$ cat config.mk
export PLATFORM = sky130hd
export DESIGN_NAME = serial_compare_ctrl
export DESIGN_NICKNAME = d
export VERILOG_FILES = /design/src/rtl/serial_compare_ctrl.sv
export SDC_FILE = /design/constraint.sdc
export NUM_CORES = 1
export LEC_CHECK = 0
export CORE_MARGIN = 1
export CORE_UTILIZATION = 49
export CTS_CLUSTER_SIZE = 14
export DETAILED_ROUTE_END_ITERATION = 8
export PLACE_DENSITY = 0.77
export SETUP_SLACK_MARGIN = 0.02
export SYNTH_ARGS = -nofsm -noshare
export SYNTH_HDL_FRONTEND = slang
export SYNTH_SLANG_ARGS = --single-unit
$ cat constraint.sdc
create_clock -name clk -period 2.61 [get_ports clk]
set_input_delay 0.261 -clock clk [delete_from_list [all_inputs] [get_ports clk]]
set_output_delay 0.261 -clock clk [all_outputs]
set_load 0.02 [all_outputs]
$ cat src/rtl/serial_compare_ctrl.sv
// serial_compare_ctrl
//   Compares two WIDTH-bit operands one nibble per clock, LSB nibble first,
//   through a single cascadable 4-bit comparator stage. The stage output is
//   registered each cycle and fed back as the cascade input for the next,
//   more significant nibble. Results are published on completion and held
//   until the next completion.
//
//   Optional feature: define SERIAL_CMP_SIGNED_EN for a two's complement
//   compare (sign bit of the top nibble of both operands is inverted before
//   entering the stage). Undefined: unsigned compare.
module serial_compare_ctrl #(
  parameter int WIDTH = 16
) (
  input  logic             clk,
  input  logic             reset,
  input  logic             start,
  input  logic             abort,
  input  logic [WIDTH-1:0] a,
  input  logic [WIDTH-1:0] b,
  output logic             busy,
  output logic             done,
  output logic             equal,
  output logic             greater,
  output logic             less
);

  localparam int NIBBLES = WIDTH / 4;
  localparam int IDX_W   = (NIBBLES > 1) ? $clog2(NIBBLES) : 1;
  localparam logic [IDX_W-1:0] LAST_IDX = IDX_W'(NIBBLES - 1);

  typedef enum logic [1:0] {
    S_IDLE = 2'd0,
    S_RUN  = 2'd1,
    S_DONE = 2'd2
  } state_t;

  // Flag vectors are packed as {eq, gt, lt}.
  localparam logic [2:0] FLAG_EQ = 3'b100;
  localparam logic [2:0] FLAG_GT = 3'b010;
  localparam logic [2:0] FLAG_LT = 3'b001;

  state_t           state_q, state_d;
  logic [WIDTH-1:0] a_q, a_d;
  logic [WIDTH-1:0] b_q, b_d;
  logic [IDX_W-1:0] idx_q, idx_d;
  logic [2:0]       cas_q, cas_d;
  logic [2:0]       res_q, res_d;

  logic [WIDTH-1:0] a_shift, b_shift;
  logic [3:0]       stg_a, stg_b;
  logic [2:0]       stg_res;
  logic             last_nib;
  logic             start_acc;
  logic             run_step;

  // One cascadable nibble comparator. The current nibble is more significant
  // than everything already folded into the cascade, so it decides first.
  function automatic logic [2:0] nib_cmp(input logic [3:0] an,
                                         input logic [3:0] bn,
                                         input logic       c_gt,
                                         input logic       c_lt);
    logic [2:0] r;
    if (an > bn)      r = FLAG_GT;
    else if (an < bn) r = FLAG_LT;
    else if (c_gt)    r = FLAG_GT;
    else if (c_lt)    r = FLAG_LT;
    else              r = FLAG_EQ;
    return r;
  endfunction

  // Select the current nibble of each operand and run it through the stage.
  always_comb begin
    a_shift  = a_q >> {idx_q, 2'b00};
    b_shift  = b_q >> {idx_q, 2'b00};
    stg_a    = a_shift[3:0];
    stg_b    = b_shift[3:0];
    last_nib = (idx_q == LAST_IDX);
`ifdef SERIAL_CMP_SIGNED_EN
    // Flipping the sign bit maps two's complement order onto unsigned order.
    if (last_nib) begin
      stg_a[3] = ~stg_a[3];
      stg_b[3] = ~stg_b[3];
    end
`else
`endif
    stg_res  = nib_cmp(stg_a, stg_b, cas_q[1], cas_q[0]);
  end

  // State register.
  always_ff @(posedge clk) begin
    if (reset) state_q <= S_IDLE;
    else       state_q <= state_d;
  end

  // Next-state logic; abort takes precedence over finishing the last nibble.
  always_comb begin
    state_d = state_q;
    case (state_q)
      S_IDLE: if (start) state_d = S_RUN;
      S_RUN: begin
        if (abort)         state_d = S_IDLE;
        else if (last_nib) state_d = S_DONE;
      end
      S_DONE: state_d = start ? S_RUN : S_IDLE;
      default: state_d = S_IDLE;
    endcase
  end

  // FSM outputs decoded from the current state.
  always_comb begin
    busy = (state_q == S_RUN);
    done = (state_q == S_DONE);
  end

  assign start_acc = start && ((state_q == S_IDLE) || (state_q == S_DONE));
  assign run_step  = (state_q == S_RUN) && !abort;

  // Datapath next values: capture on accepted start, advance one nibble per
  // RUN cycle, publish the final stage output on the last nibble.
  always_comb begin
    a_d   = a_q;
    b_d   = b_q;
    idx_d = idx_q;
    cas_d = cas_q;
    res_d = res_q;
    if (start_acc) begin
      a_d   = a;
      b_d   = b;
      idx_d = '0;
      cas_d = FLAG_EQ;
    end else if (run_step) begin
      cas_d = stg_res;
      if (last_nib) begin
        res_d = stg_res;
      end else begin
        idx_d = idx_q + 1'b1;
      end
    end
  end

  // Datapath registers; everything clears on reset, including operands.
  always_ff @(posedge clk) begin
    if (reset) begin
      a_q   <= '0;
      b_q   <= '0;
      idx_q <= '0;
      cas_q <= '0;
      res_q <= '0;
    end else begin
      a_q   <= a_d;
      b_q   <= b_d;
      idx_q <= idx_d;
      cas_q <= cas_d;
      res_q <= res_d;
    end
  end

  // Registered result flags.
  always_comb begin
    equal   = res_q[2];
    greater = res_q[1];
    less    = res_q[0];
  end

endmodule

==> results.py, run 1 <==
metrics = {
    "timing": {
        "holdWs_ns": 0.437,
        "finalClockSkew_ns": 0.00814,
        "setup_viol": 0,
        "report.final.slew_viol_count": 0,
        "fmax_mhz": 452,
        "final.setup.worst_slack_ns": 0.399,
        "period_needed_ns": 2.21,
        "worst_pin_slew_ns": 0.535,
        "hold_violations": 0,
        "rsz0062_at_grt": "no",
        "finalCritPeriodShare_pct": 84.7,
        "relSlewSlack_pct": 64.4,
        "tns_ns": 0,
    },
    "critical_path": {
        "path_class": "flip-flop to flip-flop",
        "cp_max_fo": 10,
        "start_kind": "flip-flop",
        "r2r_setup_slack_ns": 0.40,
        "r2r-start": "idx_q[0]",
        "cp.required_ns": 2.89,
        "end_kind": "flip-flop",
        "reg2reg_to": "res_q[0]",
        "crit_arrival_ns": 2.49,
        "r2r_cells": 7,
    },
    "outcome": {
        "status": "completed",
    },
    "cts": {
        "cts_hold_buf": 0,
        "ctsHtreeMaxLevel": 2,
        "clock_latency_ns": 0.35,
        "tritoncts": "built",
        "postCtsSetupBuffers": 0,
        "clkTransAtPathRegs_ns": 0.12,
        "numClockSinks": 41,
        "ctsResizeCount": 0,
        "cts-root-buf": "clkbuf_4",
        "cts_buffers": 5,
        "clockBufferDepth": 2,
    },
    "yosys": {
        "synthArstFlopShare_pct": 0,
        "ys_types": 28,
        "ys_top_cells_by_area": "dfxtp_1 46%, nand2_1 14%, mux4_2 10%, a21oi_1 9.9%, ha_1 3.5%",
        "ys_seq_elements": 41,
        "yosys.area.top_type": "dfxtp_1",
        "synth_top_flop_cell": "dfxtp_1",
        "synth_area_per_cell_um2": 8.67,
        "synth_top_area_share_pct": 46.2,
        "ys_warn_count": 0,
        "synth-edff-count": 0,
        "synth_seq_area_share_pct": 46.2,
        "synth_nets": 246,
        "synth_area_um2": 1780,
        "synth_cells": 205,
    },
    "cells_and_area": {
        "seqCellArea_um2": 821,
        "final_nets": 283,
        "final_layout_size_suffix_gt1_share_pct": 9.47,
        "nFillCells": 310,
        "antenna_cells": 0,
        "postLayoutCoreUtil_pct": 67.0,
        "mostFrequentLayoutCells": "66 x nand2_1, 41 x dfxtp_1, 40 x clkdlybuf4s50_1",
        "fin_area_um2": 2290,
        "multi_input_comb_area_um2": 871,
        "layout_commonest_cell": "nand2_1",
        "area_delta_synth_final_pct": 28.6,
    },
    "grt": {
        "grt.total_usage_pct": 20.5,
        "grt_pass1_vias": 1428,
        "grt_pass1_wl_mm": 6.11,
        "antenna_found_initial": 0,
        "grt_overflow": 0,
        "grt_max_degree": 39,
    },
    "worst_hold_path": {
        "hp-start": "b[9]",
        "holdPathEnd": "b_q[9]",
        "min_path_type": "input pin to flip-flop",
        "min_path_cells": 3,
    },
    "floorplanning": {
        "die_y_um": 62.2,
        "initial_utilization_pct": 52.1,
        "dieArea_um2": 3870,
        "coreArea_um2": 3420,
        "io_pins": 41,
        "rows": 21,
        "die_x_um": 62.2,
    },
    "power_and_ir_drop": {
        "irDropWorstVdd_mv": 0.396,
        "power_frac_seq_pct": 52.1,
        "pwr_density_cell_nw_per_um2": 566,
        "p_sw_mw": 0.303,
        "p_int_mw": 0.990,
        "p_comb_share_pct": 14.9,
        "p_clk_share_pct": 33.0,
        "power_switching_share_pct": 23.5,
        "p_leak_nw": 0.844,
    },
    "placed_design": {
        "hpwl_mm": 2.37,
        "gp_congestion": 0.783,
        "place_area_um2": 2200,
        "dpl_worst_slack_ns": 0.426,
        "port_buffers": 40,
    },
    "job": {
        "cap_violations": 0,
    },
    "detailed_routing": {
        "drtAntennaViolNets": 0,
        "num_vias": 1468,
        "finalWirelength_mm": 3.37,
        "first_pass_iters": 4,
        "drt-initial-drc-count": 29,
        "drc": 0,
        "wl_per_cell_um": 11.7,
        "routed_via_density": 5.08,
    },
}
==> cells in the mapped netlist (2+ instances only) <==
master and number:
a21oi_1 35, and2b_1 3, buf_2 6, clkbuf_1 7
dfxtp_1 41, ha_1 5, inv_1 6, mux4_2 8
nand2_1 66, nand2b_1 2, nand3b_1 2, nor2_1 5
nor2b_1 2, o21ai_0 2, o32ai_1 2
==> critical path, stage by stage (launching register included) <==
cell and delay, ns:
dfxtp_1 0.34, buf_4 0.21, mux4_2 0.53, ha_1 0.32, nor2b_1 0.13, o211ai_1 0.28, a22oi_1 0.11, a211oi_1 0.23
==> how the worst max path moves through the flow <==
| stage | start | to | slack [ns] | cells past startpoint |
|---|---|---|---|---|
| floorplan | idx_q[0] | res_q[0] | 0.54 | 7 |
| global placement | idx_q[0] | res_q[0] | 0.46 | 7 |
| detailed placement | idx_q[0] | res_q[0] | 0.43 | 7 |
| CTS | idx_q[0] | res_q[0] | 0.39 | 7 |
| global route | idx_q[0] | res_q[0] | 0.26 | 7 |
| finish | idx_q[0] | res_q[0] | 0.40 | 7 |
==> power groups by stage <==
stage,clock [mW],combinational (mW),sequential (mW)
2_1_floorplan,0,0.120,0.682
3_3_place_gp,0,0.191,0.688
3_5_place_dp,0,0.194,0.689
4_1_cts,0.437,0.195,0.674
5_1_grt,0.466,0.219,0.678
6_report,0.427,0.193,0.674
==> stage by stage <==
stage / power [mW] / cells
after floorplan: 0.803 / 205
after global placement: 0.879 / 281
after detailed placement: 0.883 / 281
after CTS: 1.31 / 289
after global routing: 1.36 / 289
final: 1.29 / 289
==> routing by layer <==
metal	part of all wire (%)	routed length [µm]	vias to the layer above	GRT usage [%]
met5	0	0	-	0
met3	4.1	137	6	6.80
met2	48	1610	31	34.3
met4	1.9	65	0	9.59
li1	-	-	760	-
met1	46	1550	671	23.5
==> logic make-up after synthesis <==
group                    share of synthesized area, %
AND/OR/NAND/NOR                                  20.9
AO/OA/AOI/OAI                                    13.9
flip-flops                                       46.2
buffers and inverters                            4.86
multiplexers                                     10.1
adder cells (fa/ha/maj)                          3.52
XOR/XNOR                                        0.493
==> sequential cells by signal (all words and copies together) (netlist names) <==
name / cells
a_q: 16
b_q: 16
res_q: 3
cas_q: 2
idx_q: 2
state_q: 2
==> layout make-up <==
class,count,share of cell area [%]
sequential,41,35.9
timing repair buffer,44,18.8
multi-input combinational,144,38.1
inverter,6,0.985
clock buffer,7,2.41
clock inverter,1,1.31
tap,46,2.52
No activity file was read; power rests on OpenSTA's default activity.
==> run 2: changes to the inputs <==
--- a/config.mk
+++ b/config.mk
@@ -6,10 +6,10 @@
 export NUM_CORES = 1
 export LEC_CHECK = 0
 export CORE_MARGIN = 1
-export CORE_UTILIZATION = 49
+export CORE_UTILIZATION = 44
 export CTS_CLUSTER_SIZE = 14
 export DETAILED_ROUTE_END_ITERATION = 8
-export PLACE_DENSITY = 0.77
+export PLACE_DENSITY = 0.73
 export SETUP_SLACK_MARGIN = 0.02
 export SYNTH_ARGS = -nofsm -noshare
 export SYNTH_HDL_FRONTEND = slang
==> constraint.sdc (replaced) <==
create_clock -name clk -period 1.9 [get_ports clk]
set_input_delay 0.19 -clock clk [delete_from_list [all_inputs] [get_ports clk]]
set_output_delay 0.19 -clock clk [all_outputs]
set_load 0.02 [all_outputs]
==> run 2 against run 1 <==
  * The run now ends with negative setup slack left
  * Register-to-register slack got worse by 0.61 ns
  * Via count increased by 1.2%
  * Fmax increased by 4.9%
  * Worst setup slack got worse by 0.61 ns
  * Critical path type unchanged
  * Critical endpoint is now res_q[1]
  * Highest routed layer unchanged
==> results.py, run 2 (synthesis gave the netlist of run 1 again) <==
metrics = {
    "cts": {
        "clockBufferDepth": 2,
        "cts-root-buf": "clkbuf_8",
        "clock_latency_ns": 0.30,
        "cts_hold_buf": 0,
        "tritoncts": "built",
        "numClockSinks": 41,
        "clkTransAtPathRegs_ns": 0.08,
        "ctsHtreeMaxLevel": 2,
        "cts_buffers": 5,
    },
    "cells_and_area": {
        "fin_cells": 298,
        "fin_area_um2": 2450,
        "reg.largest.list": "a_q: 16 flops, b_q: 16 flops, res_q: 3 flops",
        "mostFrequentLayoutCells": "66 x nand2_1, 40 x dfxtp_1, 40 x clkdlybuf4s50_1",
        "area_delta_synth_final_pct": 37.6,
        "antenna_cells": 0,
        "final_layout_size_suffix_gt1_share_pct": 15.2,
        "final_nets": 290,
        "layout_commonest_cell": "nand2_1",
    },
    "critical_path": {
        "reg2reg_to": "res_q[1]",
        "cp.required_ns": 2.08,
        "start_kind": "flip-flop",
        "crit_arrival_ns": 2.29,
        "r2r_setup_slack_ns": -0.21,
        "end_kind": "flip-flop",
        "r2r_cells": 8,
        "path_class": "flip-flop to flip-flop",
        "cp_max_fo": 4,
        "r2r-start": "idx_q[0]",
    },
    "detailed_routing": {
        "route.met3.wl_um": 149,
        "topRoutingLayerUsed": "met4",
        "num_vias": 1485,
        "met1Wirelength_mm": 1.67,
        "drtAntennaViolNets": 0,
        "met2WireLength_mm": 1.76,
        "wl_per_cell_um": 12.3,
        "finalWirelength_mm": 3.66,
        "drc": 0,
        "routed_via_density": 4.98,
        "drt-initial-drc-count": 56,
        "first_pass_iters": 4,
    },
    "worst_hold_path": {
        "min_path_cells": 3,
        "holdPathEnd": "b_q[11]",
        "hp-start": "b[11]",
        "min_path_type": "input pin to flip-flop",
    },
    "grt": {
        "grt_max_degree": 34,
        "grt_overflow": 0,
        "grt_pass1_vias": 1399,
        "antenna_found_initial": 0,
        "grt.total_usage_pct": 19.8,
        "grt_pass1_wl_mm": 6.29,
    },
    "timing": {
        "worst_pin_slew_ns": 0.360,
        "finalClockSkew_ns": 0.00631,
        "hold_violations": 0,
        "relSlewSlack_pct": 75.9,
        "period_needed_ns": 2.11,
        "rsz0062_at_grt": "yes",
        "report.final.slew_viol_count": 0,
        "final.setup.worst_slack_ns": -0.207,
        "setup_viol": 5,
        "fmax_mhz": 475,
        "finalCritPeriodShare_pct": 111,
        "holdWs_ns": 0.427,
    },
    "floorplanning": {
        "io_pins": 41,
        "dieArea_um2": 4300,
        "die_x_um": 65.6,
        "initial_utilization_pct": 47.1,
        "die_y_um": 65.6,
        "rows": 22,
        "coreArea_um2": 3770,
    },
    "job": {
        "cap_violations": 0,
    },
    "power_and_ir_drop": {
        "pwr_density_cell_nw_per_um2": 790,
        "p_leak_nw": 0.911,
        "irDropWorstVdd_mv": 0.495,
    },
    "placed_design": {
        "place_area_um2": 2300,
        "port_buffers": 40,
        "gp_congestion": 0.778,
        "hpwl_mm": 2.70,
        "placed_cells": 290,
    },
    "outcome": {
        "violations": "negative setup slack",
        "status": "finished, violations left",
    },
}
run 2: changes by cell type in the layout (fill, tap and decap cells not counted), sizes merged:
cell,change
clkbuf,-1
buf,+7
clkinv,+1
run 2: repair_timing:
item,4_1_cts,5_1_grt
setup buffers,0,0
hold endpoints to repair,0,0
gates cloned,0,0
endpoints found under the setup margin,5,5
resized for setup,6,1
pin swaps,6,1
run 2: worst max path at each step:
stage                     slack (ns)      from       end  cells after the start
after floorplan                -0.07  idx_q[0]  res_q[1]                      8
after global placement         -0.13  idx_q[0]  res_q[0]                      8
after detailed placement       -0.20  idx_q[0]  res_q[0]                      7
after CTS                      -0.18  idx_q[0]  res_q[1]                      8
after global routing           -0.30  idx_q[0]  res_q[0]                      8
final                          -0.21  idx_q[0]  res_q[1]                      8
run 2: per-stage QoR:
step	setup slack [ns]	utilization [%]	setup TNS, ns	power, mW
after global routing	-0.300	64.9	-1.33	2.03
after CTS	-0.178	64.7	-0.804	1.94
after detailed placement	-0.196	60.9	-0.760	1.24
final	-0.207	64.9	-0.971	1.93
after global placement	-0.130	60.9	-0.531	1.23
after floorplan	-0.0729	-	-0.282	1.11
run 2: cell type report:
| cell class | instances | area (µm²) |
|---|---|---|
| fillers | 335 | 1330 |
| clock inverters | 2 | 38.8 |
| multi-input cells | 144 | 916 |
| repair buffers | 51 | 512 |
| flip-flops and latches | 41 | 825 |
| well taps | 48 | 60.1 |
| clock buffers | 6 | 72.6 |
| inverters | 6 | 22.5 |
run 2: power by group:
part | switching, mW | internal (mW) | total, mW
Combinational | 0.137 | 0.173 | 0.309
Sequential | 0.0253 | 0.902 | 0.927
Clock | 0.302 | 0.394 | 0.696
run 2: routing by layer:
metal / track usage (%) / vias up
met5: 0 / -
met4: 10.6 / 0
met3: 4.69 / 8
met2: 31.7 / 37
met1: 24.5 / 665
li1: - / 775
run 2: worst max-delay path, cell delays in order, from the launching register on:
cell	delay, ns
dfxtp_4	0.38
buf_12	0.11
mux4_2	0.49
inv_2	0.08
ha_4	0.20
nor2b_4	0.12
o211ai_1	0.32
and2_4	0.22
o32ai_2	0.06
